<file path="src/rtl/alu_muldiv_iter.sv">
// alu_muldiv_iter: iterative RV32M multiply/divide unit beside the single-cycle ALU.
// Latency: DATA_WIDTH+2 edges counting the accept edge (34 at width 32); special cases 1 edge.
// Backpressure: holds out_valid/out_result in DONE until out_ready; in_ready low whenever busy.
//
// Ports:
//   clk, rst        rising-edge clock, asynchronous active-high reset
//   flush           kill the in-flight operation; no result is delivered
//   in_valid/ready  request handshake; in_op is one-hot
//                   [0]MUL [1]MULH [2]MULHSU [3]MULHU [4]DIV [5]DIVU [6]REM [7]REMU
//   in_src_1/2      rs1 (multiplicand/dividend), rs2 (multiplier/divisor)
//   out_valid/ready result handshake, out_result is registered
//   busy            high whenever the FSM is not IDLE
//
// Optional macro MULDIV_REUSE_EN: remember the last completed divide so a
// matching DIV/REM pair (same operands and signedness) finishes in one edge.
// Parameters: DATA_WIDTH even and >= 8; 2**CNT_WIDTH > DATA_WIDTH.

module alu_muldiv_iter #(
  parameter int DATA_WIDTH = 32,
  parameter int CNT_WIDTH  = 6
) (
  input  logic                  clk,
  input  logic                  rst,
  input  logic                  flush,
  input  logic                  in_valid,
  output logic                  in_ready,
  input  logic [7:0]            in_op,
  input  logic [DATA_WIDTH-1:0] in_src_1,
  input  logic [DATA_WIDTH-1:0] in_src_2,
  output logic                  out_valid,
  input  logic                  out_ready,
  output logic [DATA_WIDTH-1:0] out_result,
  output logic                  busy
);

  localparam int W  = DATA_WIDTH;
  localparam int W2 = 2 * DATA_WIDTH;

  typedef enum logic [1:0] {
    S_IDLE,
    S_CALC,
    S_FIX,
    S_DONE
  } state_e;

  localparam logic [W-1:0] MIN_VAL  = {1'b1, {(W-1){1'b0}}};
  localparam logic [W-1:0] ONES_VAL = {W{1'b1}};

  // ---------------------------------------------------------------------------
  // State
  // ---------------------------------------------------------------------------
  state_e               state_q, state_d;
  logic [CNT_WIDTH-1:0] cnt_q, cnt_d;
  // Multiply: {high partial sum, multiplier shifting out}.
  // Divide: low half holds dividend bits shifting out / quotient bits shifting in.
  logic [W2-1:0]        acc_q, acc_d;
  // Multiplicand magnitude (multiply) or divisor magnitude (divide).
  logic [W-1:0]         opnd_q, opnd_d;
  // Partial remainder; always below the divisor so W bits suffice between steps.
  logic [W-1:0]         rem_q, rem_d;
  logic                 is_div_q, is_div_d;
  logic                 is_rem_q, is_rem_d;
  logic                 want_hi_q, want_hi_d;
  logic                 neg_q, neg_d;          // negate product / quotient in FIX
  logic                 rem_neg_q, rem_neg_d;  // remainder follows dividend sign
  logic                 out_valid_q, out_valid_d;
  logic [W-1:0]         result_q, result_d;

`ifdef MULDIV_REUSE_EN
  logic                 ru_vld_q, ru_vld_d;
  logic                 ru_signed_q, ru_signed_d;
  logic [W-1:0]         ru_src_1_q, ru_src_1_d;
  logic [W-1:0]         ru_src_2_q, ru_src_2_d;
  logic [W-1:0]         ru_quo_q, ru_quo_d;
  logic [W-1:0]         ru_rem_q, ru_rem_d;
  logic [W-1:0]         cur_src_1_q, cur_src_1_d;
  logic [W-1:0]         cur_src_2_q, cur_src_2_d;
  logic                 cur_signed_q, cur_signed_d;
`endif

  // ---------------------------------------------------------------------------
  // Request decode
  // ---------------------------------------------------------------------------
  logic         op_onehot;
  logic         in_is_mul, in_is_div, in_is_rem, in_want_hi;
  logic         in_s1_signed, in_s2_signed;
  logic         a_neg, b_neg;
  logic [W-1:0] a_abs, b_abs;

  always_comb begin
    op_onehot    = (in_op != 8'd0) && ((in_op & (in_op - 8'd1)) == 8'd0);
    in_is_mul    = |in_op[3:0];
    in_is_div    = |in_op[7:4];
    in_is_rem    = in_op[6] | in_op[7];
    in_want_hi   = |in_op[3:1];
    // MUL is treated as signed x signed: the low half is sign-agnostic.
    in_s1_signed = in_op[0] | in_op[1] | in_op[2] | in_op[4] | in_op[6];
    in_s2_signed = in_op[0] | in_op[1] | in_op[4] | in_op[6];
    a_neg        = in_s1_signed & in_src_1[W-1];
    b_neg        = in_s2_signed & in_src_2[W-1];
    a_abs        = a_neg ? (W'(0) - in_src_1) : in_src_1;
    b_abs        = b_neg ? (W'(0) - in_src_2) : in_src_2;
  end

  // ---------------------------------------------------------------------------
  // Special cases resolved in IDLE without iterating
  // ---------------------------------------------------------------------------
  logic         spec_hit;
  logic [W-1:0] spec_res;

  always_comb begin
    spec_hit = 1'b0;
    spec_res = '0;
    if (!op_onehot) begin
      spec_hit = 1'b1;
    end else if (in_is_mul && ((in_src_1 == '0) || (in_src_2 == '0))) begin
      spec_hit = 1'b1;
    end else if (in_is_div && (in_src_2 == '0)) begin
      spec_hit = 1'b1;
      spec_res = in_is_rem ? in_src_1 : ONES_VAL;
    end else if (in_is_div && in_s2_signed && (in_src_1 == MIN_VAL) && (in_src_2 == ONES_VAL)) begin
      spec_hit = 1'b1;
      spec_res = in_is_rem ? '0 : MIN_VAL;
`ifdef MULDIV_REUSE_EN
    end else if (in_is_div && ru_vld_q && (in_src_1 == ru_src_1_q) &&
                 (in_src_2 == ru_src_2_q) && (in_s2_signed == ru_signed_q)) begin
      spec_hit = 1'b1;
      spec_res = in_is_rem ? ru_rem_q : ru_quo_q;
`endif
    end
  end

  // ---------------------------------------------------------------------------
  // One iteration step and final sign fix-up
  // ---------------------------------------------------------------------------
  logic [W:0]    mul_sum;
  logic [W:0]    div_shift;   // W+1-bit partial remainder before trial subtract
  logic          div_take;
  logic [W2-1:0] prod_fix;
  logic [W-1:0]  quo_fix, rem_fix, fix_res;

  always_comb begin
    mul_sum   = {1'b0, acc_q[W2-1:W]} + (acc_q[0] ? {1'b0, opnd_q} : {(W+1){1'b0}});
    div_shift = {rem_q, acc_q[W-1]};
    div_take  = (div_shift >= {1'b0, opnd_q});
    prod_fix  = neg_q ? (W2'(0) - acc_q) : acc_q;
    quo_fix   = neg_q ? (W'(0) - acc_q[W-1:0]) : acc_q[W-1:0];
    rem_fix   = rem_neg_q ? (W'(0) - rem_q) : rem_q;
    if (is_div_q) begin
      fix_res = is_rem_q ? rem_fix : quo_fix;
    end else begin
      fix_res = want_hi_q ? prod_fix[W2-1:W] : prod_fix[W-1:0];
    end
  end

  // ---------------------------------------------------------------------------
  // Next-state logic
  // ---------------------------------------------------------------------------
  always_comb begin
    state_d     = state_q;
    cnt_d       = cnt_q;
    acc_d       = acc_q;
    opnd_d      = opnd_q;
    rem_d       = rem_q;
    is_div_d    = is_div_q;
    is_rem_d    = is_rem_q;
    want_hi_d   = want_hi_q;
    neg_d       = neg_q;
    rem_neg_d   = rem_neg_q;
    result_d    = result_q;
`ifdef MULDIV_REUSE_EN
    ru_vld_d     = ru_vld_q;
    ru_signed_d  = ru_signed_q;
    ru_src_1_d   = ru_src_1_q;
    ru_src_2_d   = ru_src_2_q;
    ru_quo_d     = ru_quo_q;
    ru_rem_d     = ru_rem_q;
    cur_src_1_d  = cur_src_1_q;
    cur_src_2_d  = cur_src_2_q;
    cur_signed_d = cur_signed_q;
`endif

    case (state_q)
      S_IDLE: begin
        if (in_valid && !flush) begin
          is_div_d  = in_is_div;
          is_rem_d  = in_is_rem;
          want_hi_d = in_want_hi;
          neg_d     = a_neg ^ b_neg;
          rem_neg_d = a_neg;
`ifdef MULDIV_REUSE_EN
          cur_src_1_d  = in_src_1;
          cur_src_2_d  = in_src_2;
          cur_signed_d = in_s2_signed;
`endif
          if (spec_hit) begin
            state_d  = S_DONE;
            result_d = spec_res;
`ifdef MULDIV_REUSE_EN
            if (op_onehot && in_is_mul) begin
              ru_vld_d = 1'b0;
            end
`endif
          end else begin
            state_d = S_CALC;
            cnt_d   = '0;
            rem_d   = '0;
            if (in_is_div) begin
              acc_d  = {{W{1'b0}}, a_abs};
              opnd_d = b_abs;
            end else begin
              acc_d  = {{W{1'b0}}, b_abs};
              opnd_d = a_abs;
            end
          end
        end
      end

      S_CALC: begin
        if (is_div_q) begin
          // Restoring step: keep the difference only when it does not go negative.
          rem_d = div_take ? W'(div_shift - {1'b0, opnd_q}) : div_shift[W-1:0];
          acc_d = {acc_q[W2-1:W], acc_q[W-2:0], div_take};
        end else begin
          // Shift-add step: add multiplicand on a set multiplier bit, shift right.
          acc_d = {mul_sum, acc_q[W-1:1]};
        end
        cnt_d = cnt_q + 1'b1;
        if (cnt_q == CNT_WIDTH'(W - 1)) begin
          state_d = S_FIX;
        end
      end

      S_FIX: begin
        result_d = fix_res;
        state_d  = S_DONE;
`ifdef MULDIV_REUSE_EN
        if (is_div_q) begin
          ru_vld_d    = 1'b1;
          ru_signed_d = cur_signed_q;
          ru_src_1_d  = cur_src_1_q;
          ru_src_2_d  = cur_src_2_q;
          ru_quo_d    = quo_fix;
          ru_rem_d    = rem_fix;
        end else begin
          ru_vld_d = 1'b0;
        end
`endif
      end

      S_DONE: begin
        if (out_ready) begin
          state_d = S_IDLE;
        end
      end

      default: state_d = S_IDLE;
    endcase

    // Flush wins over everything, including a same-cycle accept or out_ready.
    if (flush) begin
      state_d = S_IDLE;
`ifdef MULDIV_REUSE_EN
      if ((state_q != S_IDLE) && is_div_q) begin
        ru_vld_d = 1'b0;
      end
`endif
    end

    out_valid_d = (state_d == S_DONE);
  end

  // ---------------------------------------------------------------------------
  // Registers
  // ---------------------------------------------------------------------------
  always_ff @(posedge clk or posedge rst) begin
    if (rst) begin
      state_q     <= S_IDLE;
      cnt_q       <= '0;
      acc_q       <= '0;
      opnd_q      <= '0;
      rem_q       <= '0;
      is_div_q    <= 1'b0;
      is_rem_q    <= 1'b0;
      want_hi_q   <= 1'b0;
      neg_q       <= 1'b0;
      rem_neg_q   <= 1'b0;
      out_valid_q <= 1'b0;
      result_q    <= '0;
`ifdef MULDIV_REUSE_EN
      ru_vld_q     <= 1'b0;
      ru_signed_q  <= 1'b0;
      ru_src_1_q   <= '0;
      ru_src_2_q   <= '0;
      ru_quo_q     <= '0;
      ru_rem_q     <= '0;
      cur_src_1_q  <= '0;
      cur_src_2_q  <= '0;
      cur_signed_q <= 1'b0;
`endif
    end else begin
      state_q     <= state_d;
      cnt_q       <= cnt_d;
      acc_q       <= acc_d;
      opnd_q      <= opnd_d;
      rem_q       <= rem_d;
      is_div_q    <= is_div_d;
      is_rem_q    <= is_rem_d;
      want_hi_q   <= want_hi_d;
      neg_q       <= neg_d;
      rem_neg_q   <= rem_neg_d;
      out_valid_q <= out_valid_d;
      result_q    <= result_d;
`ifdef MULDIV_REUSE_EN
      ru_vld_q     <= ru_vld_d;
      ru_signed_q  <= ru_signed_d;
      ru_src_1_q   <= ru_src_1_d;
      ru_src_2_q   <= ru_src_2_d;
      ru_quo_q     <= ru_quo_d;
      ru_rem_q     <= ru_rem_d;
      cur_src_1_q  <= cur_src_1_d;
      cur_src_2_q  <= cur_src_2_d;
      cur_signed_q <= cur_signed_d;
`endif
    end
  end

  assign in_ready   = (state_q == S_IDLE);
  assign busy       = (state_q != S_IDLE);
  assign out_valid  = out_valid_q;
  assign out_result = result_q;

endmodule

</file>
<file path="config.mk">
export PLATFORM = sky130hd
export DESIGN_NAME = alu_muldiv_iter
export DESIGN_NICKNAME = d
export VERILOG_FILES = /design/src/rtl/alu_muldiv_iter.sv
export SDC_FILE = /design/constraint.sdc
export NUM_CORES = 1
export LEC_CHECK = 0
export ABC_CLOCK_PERIOD_IN_PS = 4860
export BUFFER_PORTS_ARGS = -buffer_cell sky130_fd_sc_hd__buf_2
export CORE_UTILIZATION = 45
export CTS_CLUSTER_SIZE = 30
export DETAILED_ROUTE_END_ITERATION = 16
export GPL_TIMING_DRIVEN = 0
export SLEW_MARGIN = 25
export SYNTH_ARGS = -nofsm -noshare
export SYNTH_HDL_FRONTEND = slang
export SYNTH_SLANG_ARGS = --single-unit
export TNS_END_PERCENT = 50
</file>
<file path="constraint.sdc">
create_clock -name clk -period 4.86 [get_ports clk]
set_clock_uncertainty 0.1 [all_clocks]
set_input_delay 0.486 -clock clk [delete_from_list [all_inputs] [get_ports clk]]
set_output_delay 0.486 -clock clk [all_outputs]
set_load 0.05 [all_outputs]
</file>
==> Word-level counts from Yosys, hierarchy flattened <==
Index checks and enable logic that the tools add are counted.
{ "totals": {"regBits": 174, "inputBits": 77, "elab_cells": 115} }
{ "op_classes": {"add_sub_neg": 9, "order_cmp": 1, "eq_ne": 12, "muxes": 42, "n_bitwise": 12, "n_reduce_logical": 26} }
{ "op_table": {"columns": ["cell", "n"], "rows": [
  ["32-bit 2-to-1 mux", 22],
  ["64-bit 2-to-1 mux", 4],
  ["32-bit one-hot mux with 2 select lines", 2],
  ["64-bit one-hot mux with 2 select lines", 1],
  ["1-bit by 32-bit subtractor with 32-bit output, first input constant", 4],
  ["32-bit == test, second input constant", 2],
  ["32-bit logical NOT", 2],
  ["1-bit by 64-bit subtractor with 64-bit output, first input constant", 1],
  ["32-bit by 32-bit adder with 33-bit output", 1],
  ["33-bit by 32-bit >= comparator with 1-bit output", 1],
  ["32-bit subtractor", 1],
  ["6-bit 2-to-1 mux", 2],
  ["6-bit one-hot mux with 2 select lines", 1],
  ["2-bit 2-to-1 mux", 5],
  ["3-bit AND reduction", 3],
  ["8-bit bitwise AND", 1],
  ["8-bit logical NOT", 1],
  ["2-bit one-hot mux with 4 select lines", 1],
  ["4-bit AND reduction", 2],
  ["8-bit nonzero test", 1],
  ["4-bit OR reduction", 2],
  ["8-bit by 1-bit subtractor with 8-bit output, second input constant", 1],
  ["1-bit logical AND", 7],
  ["1-bit bitwise OR", 7],
  ["16 further kinds", 27]
]} }

==> Logic depth before layout (Yosys ltp) <==
{ "depth": {"ltp_word": 15, "mapped_depth": 14, "ltp_nobuf": 13} }

==> Worst setup path after synthesis <==
OpenSTA, ideal clock, no wires.
{ "synth_timing": {"path_kind": "register -> register", "from": "reg acc_q[0]", "to": "reg acc_q[62]", "arrival_ns": 2.990, "slack_ns": 1.683, "path_stages_with_launch": 14, "cell_sequence": "dfrtp_1 > inv_1 > clkbuf_1 > nor2_1 > ha_1 > and3_1 > nor3b_1 > a211oi_1 > o31ai_1 > nand3_1 > o31a_1 > o211ai_1 > o21ai_0 > o211ai_1"} }
{ "synth_via": {"elab_chain_cells": 4} }
{ "synth_lines": {"columns": ["item", "line_no", "text"], "rows": [
  ["start: declaration", "56", "logic [W2-1:0] acc_q, acc_d;"],
  ["start signal: assignment", "280", "acc_q <= '0;"],
  ["start signal: assignment", "304", "acc_q <= acc_d;"],
  ["32-bit 2-to-1 mux", "143", "mul_sum = {1'b0, acc_q[W2-1:W]} + (acc_q[0] ? {1'b0, opnd_q} : {(W+1){1'b0}});"],
  ["32-bit by 32-bit adder with 33-bit output", "143", null],
  ["64-bit 2-to-1 mux", "220", "if (is_div_q) begin"],
  ["64-bit one-hot mux with 2 select lines", "183", "case (state_q)"]
]} }
No other way between the ends. The select of a mux whose other input is x is not followed.
A chain may end at the register's enable or synchronous reset.

==> Worst setup path after layout <==
{ "layout_timing": {"from": "reg acc_q[0]", "to": "reg result_q[30], in the netlist out_result[30]"} }
{ "layout_via": {"elab_chain_cells": 5, "word_cells_on_any_way": 8} }
{ "layout_lines": {"columns": ["item", "line_no", "text"], "rows": [
  ["1-bit by 64-bit subtractor with 64-bit output or 1-bit by 32-bit subtractor with 32-bit output (tied branches)", "146, 147", null],
  ["64-bit 2-to-1 mux or 32-bit 2-to-1 mux (tied branches)", "146, 147", null],
  ["32-bit 2-to-1 mux, on equally long branches", "152, 150", null],
  ["32-bit 2-to-1 mux (*)", "149", "if (is_div_q) begin"],
  ["32-bit one-hot mux with 2 select lines (*)", "183", null],
  ["end signal: assignment", "313", "result_q <= result_d;"],
  ["end: declaration", "67", "logic [W-1:0] result_q, result_d;"]
]} }
Every way passes the cells marked *; elsewhere a longest branch is shown, timed or not.

==> results by group <==
Status
  – Status: finished, final reports clean

GRT
  – GRT overflow: 0
  – First-pass GRT wire length: 112 mm
  – Vias in the first global route: 16900
  – GRT Overall Usage: 40.3%
  – Initial antenna violation count: 0
  – Pin count of the biggest net entering global routing: 31

STA
  – Final setup fails: 0
  – Final slew viol count: 0
  – F_max: roughly 230 MHz
  – Max-slew headroom: a little under a third
  – Hold Vio Cnt, Final: 0
  – Setup slack after layout: 0.421 ns
  – Final min period: 4.44 ns
  – Final period util: 91.3%
  – Worst hold margin: 0.130 ns
  – Total negative slack: 0 ns
  – RSZ-0062 raised after global routing: false
  – Slew @ Worst Pin: 1.04 ns

Floorplan
  – Core ar.: approximately 36000 um^2
  – Die W: 194 um
  – Top Ports: 112
  – # rows: 70
  – Initial Util: 45.6%
  – Die H: slightly below 200 um
  – Die area: 37700 um^2

Finish
  – Fill count: 3763
  – Most frequent cells in the layout: o21ai_0 (239), nand2_1 (221), a21oi_1 (219), nor2_1 (219), dfrtp_1 (174)
  – Area growth syn-to-layout: 11.3%
  – Fraction of layout cells with a size suffix above 1: 8.88%
  – Commonest non-fill, non-tap cell in the layout: o21ai_0
  – Final nets: 2503

Clock network
  – Max Root-Sink Buffers: 2
  – Clk_lat worst skew: 0.48 ns
  – Post-cts resize count: 0
  – CTS Sinks: 174
  – Cts bufs inserted: 17
  – CTS tree: done
  – Root Buffer: clkbuf_16
  – Register clock-pin slew on the reported worst setup and hold paths: ~0.080 ns
  – # Post-CTS Setup Buffers: 0
  – H-tree levels: 4

Power and ir drop
  – Pwr dens: 583 nW/um^2
  – Psw: 5.81 mW
  – Sequential power share: a little over a quarter
  – Internal power: 4.97 mW
  – Clock network power share: 13.0%
  – IR Drop Worst-Case VDD: 354 uV
  – Pleak: roughly 7.6 nW
  – Comb power frac: 60.8%
  – Sw frac: 53.9%

Yosys
  – Sequential cell area fraction in the yosys report: between 20% and 30%
  – Simple-Gate Fraction of Synth Area: 21.7%
  – Avg Cell Area, Syn: 7.49 um^2
  – Synth Flop Type: dfrtp_1
  – Adder and majority cell fraction of the synthesized area: under 10%
  – Distinct cells, synth: 87
  – Post-synthesis async set-or-reset flop share: 100%
  – Synth Area in Compound Gates: 27.9%
  – Mapped Area: 16600 um^2
  – Mux cell area share after synthesis: approximately 3.3%
  – Post-synth EDFFs: 0
  – Xor and xnor area share after synthesis: around 10%
  – Yosys reg bits: 174
  – Syn Inst Count: 2218
  – Largest family of logic cells by synthesized area: compound AO/OA/AOI/OAI gates
  – Synth Warn #: 0
  – Syn nets: approximately 2400

Drt
  – Iteration count of the initial detailed-routing pass: 5
  – Vias per inst: 6.49
  – ANT nets after route: 0
  – Routed wire length: 75.9 mm
  – Per-cell routed wire length: 26.8 um
  – Vias: 18400
  – Iter 0 DRT Violations: 2036
  – DRC: 0

Place
  – Post-detail-place hpwl: 61.8 mm
  – Pre-CTS setup slack: 0.661 ns
  – RD Place Congestion: 1.10
  – IO Port Bufs: ~110

Run
  – Max Cap Viol: 0

Critical path
  – Crit path max-delay family: compound AO/OA/AOI/OAI gates
  – Slowest Stage Delay on Critical Path: around 0.61 ns
  – CP Max Fanout: 10
  – Crit. End Element: register
  – Top cell by count, worst path: o21ai_0
  – Data required, critical path: 5.10 ns
  – CP arrival: 4.68 ns
  – Buffers & Inverters on Critical Path: 2
  – Crit-path cells: inv_1 > clkbuf_1 > ha_1 > nand2b_1 > nor4_1 > nand3_1 > o21ai_0 > xor2_1 > mux2i_1 > a31oi_1 > a21boi_0 > o21ai_0
  – Slowest-stage cell, CP: nor4_1
  – Kind of critical path: register to register
  – Worst setup SP type: register

Hold path
  – Hold Crit Class: input port to register
## layout make-up
cell class / instances / area, um^2 / area share, %
multi-input cells: 1818 / 11400 / 61.4
flip-flops and latches: 174 / 4350 / 23.5
repair buffers: 117 / 718 / 3.88
plain buffers: 154 / 639 / 3.46
well taps: 468 / 586 / 3.17
clock buffers: 20 / 447 / 2.42
inverters: 72 / 274 / 1.48
clock inverters: 9 / 113 / 0.609
diodes: 1 / 2.50 / 0.0135
## what timing repair did
| item | CTS | global route |
|---|---|---|
| hold endpoints to repair | 6 | 0 |
| hold buffers | 1 | 0 |
| endpoints found under the setup margin | 0 | 0 |
## power groups by stage
stage          Clock [mW]  Sequential [mW]  Combinational (mW)
3_5_place_dp            0             2.80                6.35
5_1_grt              1.46             2.87                7.07
2_1_floorplan           0             2.81                4.22
6_report             1.40             2.82                6.55
3_3_place_gp            0             2.80                6.28
4_1_cts              1.41             2.78                6.37
## cell families (layout without fill, tap and decap cells)
kind of cell	count (synthesis)	count (layout)
AOI/OAI and AO/OA	755	755
xor gates and xnor gates	187	187
adders and majority gates	73	73
buffers and inverters	226	372
DFF	174	174
muxes	53	53
other	0	1
and+or+nand+nor	750	750
## path summary, 6_finish.rpt
check / cells past startpoint / endpoint / startpoint / slack, ns
setup / recovery: 12 / out_result[30] / acc_q[0] / 0.42
hold / removal: 2 / state_q[1] / flush / 0.13
setup reg to reg: 12 / out_result[30] / acc_q[0] / 0.42
hold reg to reg: 1 / out_result[25] / out_result[25] / 0.37
max in group asynchronous: 6 / rem_q[16] / rst / 3.35
min in group asynchronous: 3 / state_q[1] / rst / 0.41
## registers in the layout (all words and copies together) (netlist names)
register / count
rem_q: 32
want_hi_q: 1
cnt_q: 6
out_result: 32
rem_neg_q: 1
acc_q: 64
is_rem_q: 1
is_div_q: 1
opnd_q: 32
neg_q: 1
state_q: 2
out_valid: 1
## metrics by stage
stage / power [mW] / utilization, % / instances / instance area (um^2)
global route: 11.4 / 50.7 / 2832 / 18500
CTS: 10.6 / 50.7 / 2832 / 18500
detailed placement: 9.15 / 49.2 / 2802 / 17900
finish: 10.8 / 50.8 / 2833 / 18500
floorplan: 7.02 / - / 2218 / 16600
global placement: 9.08 / 48.7 / 2795 / 17800
## Yosys cell counts, types with 41 or more instances
master	number	area, um^2
ha_1	70	876
nand3_1	85	425
nor2_1	220	826
o31ai_1	42	315
clkbuf_1	130	488
xnor2_1	93	815
a21oi_1	219	1100
dfrtp_1	174	4350
o21ai_0	239	1200
o211ai_1	41	308
nand2_1	221	830
xor2_1	94	823
inv_1	71	267
## layer usage
layer / up-vias / routed length, um / share of wire, % / GRT usage (%)
li1: 8358 / - / - / -
met2: 974 / 31600 / 42 / 58.7
met5: - / 0 / 0 / 0
met3: 153 / 7820 / 10 / 8.94
met4: 0 / 3420 / 4.5 / 17.2
met1: 8891 / 33100 / 44 / 56.8
(Power assumes the default switching activity.)
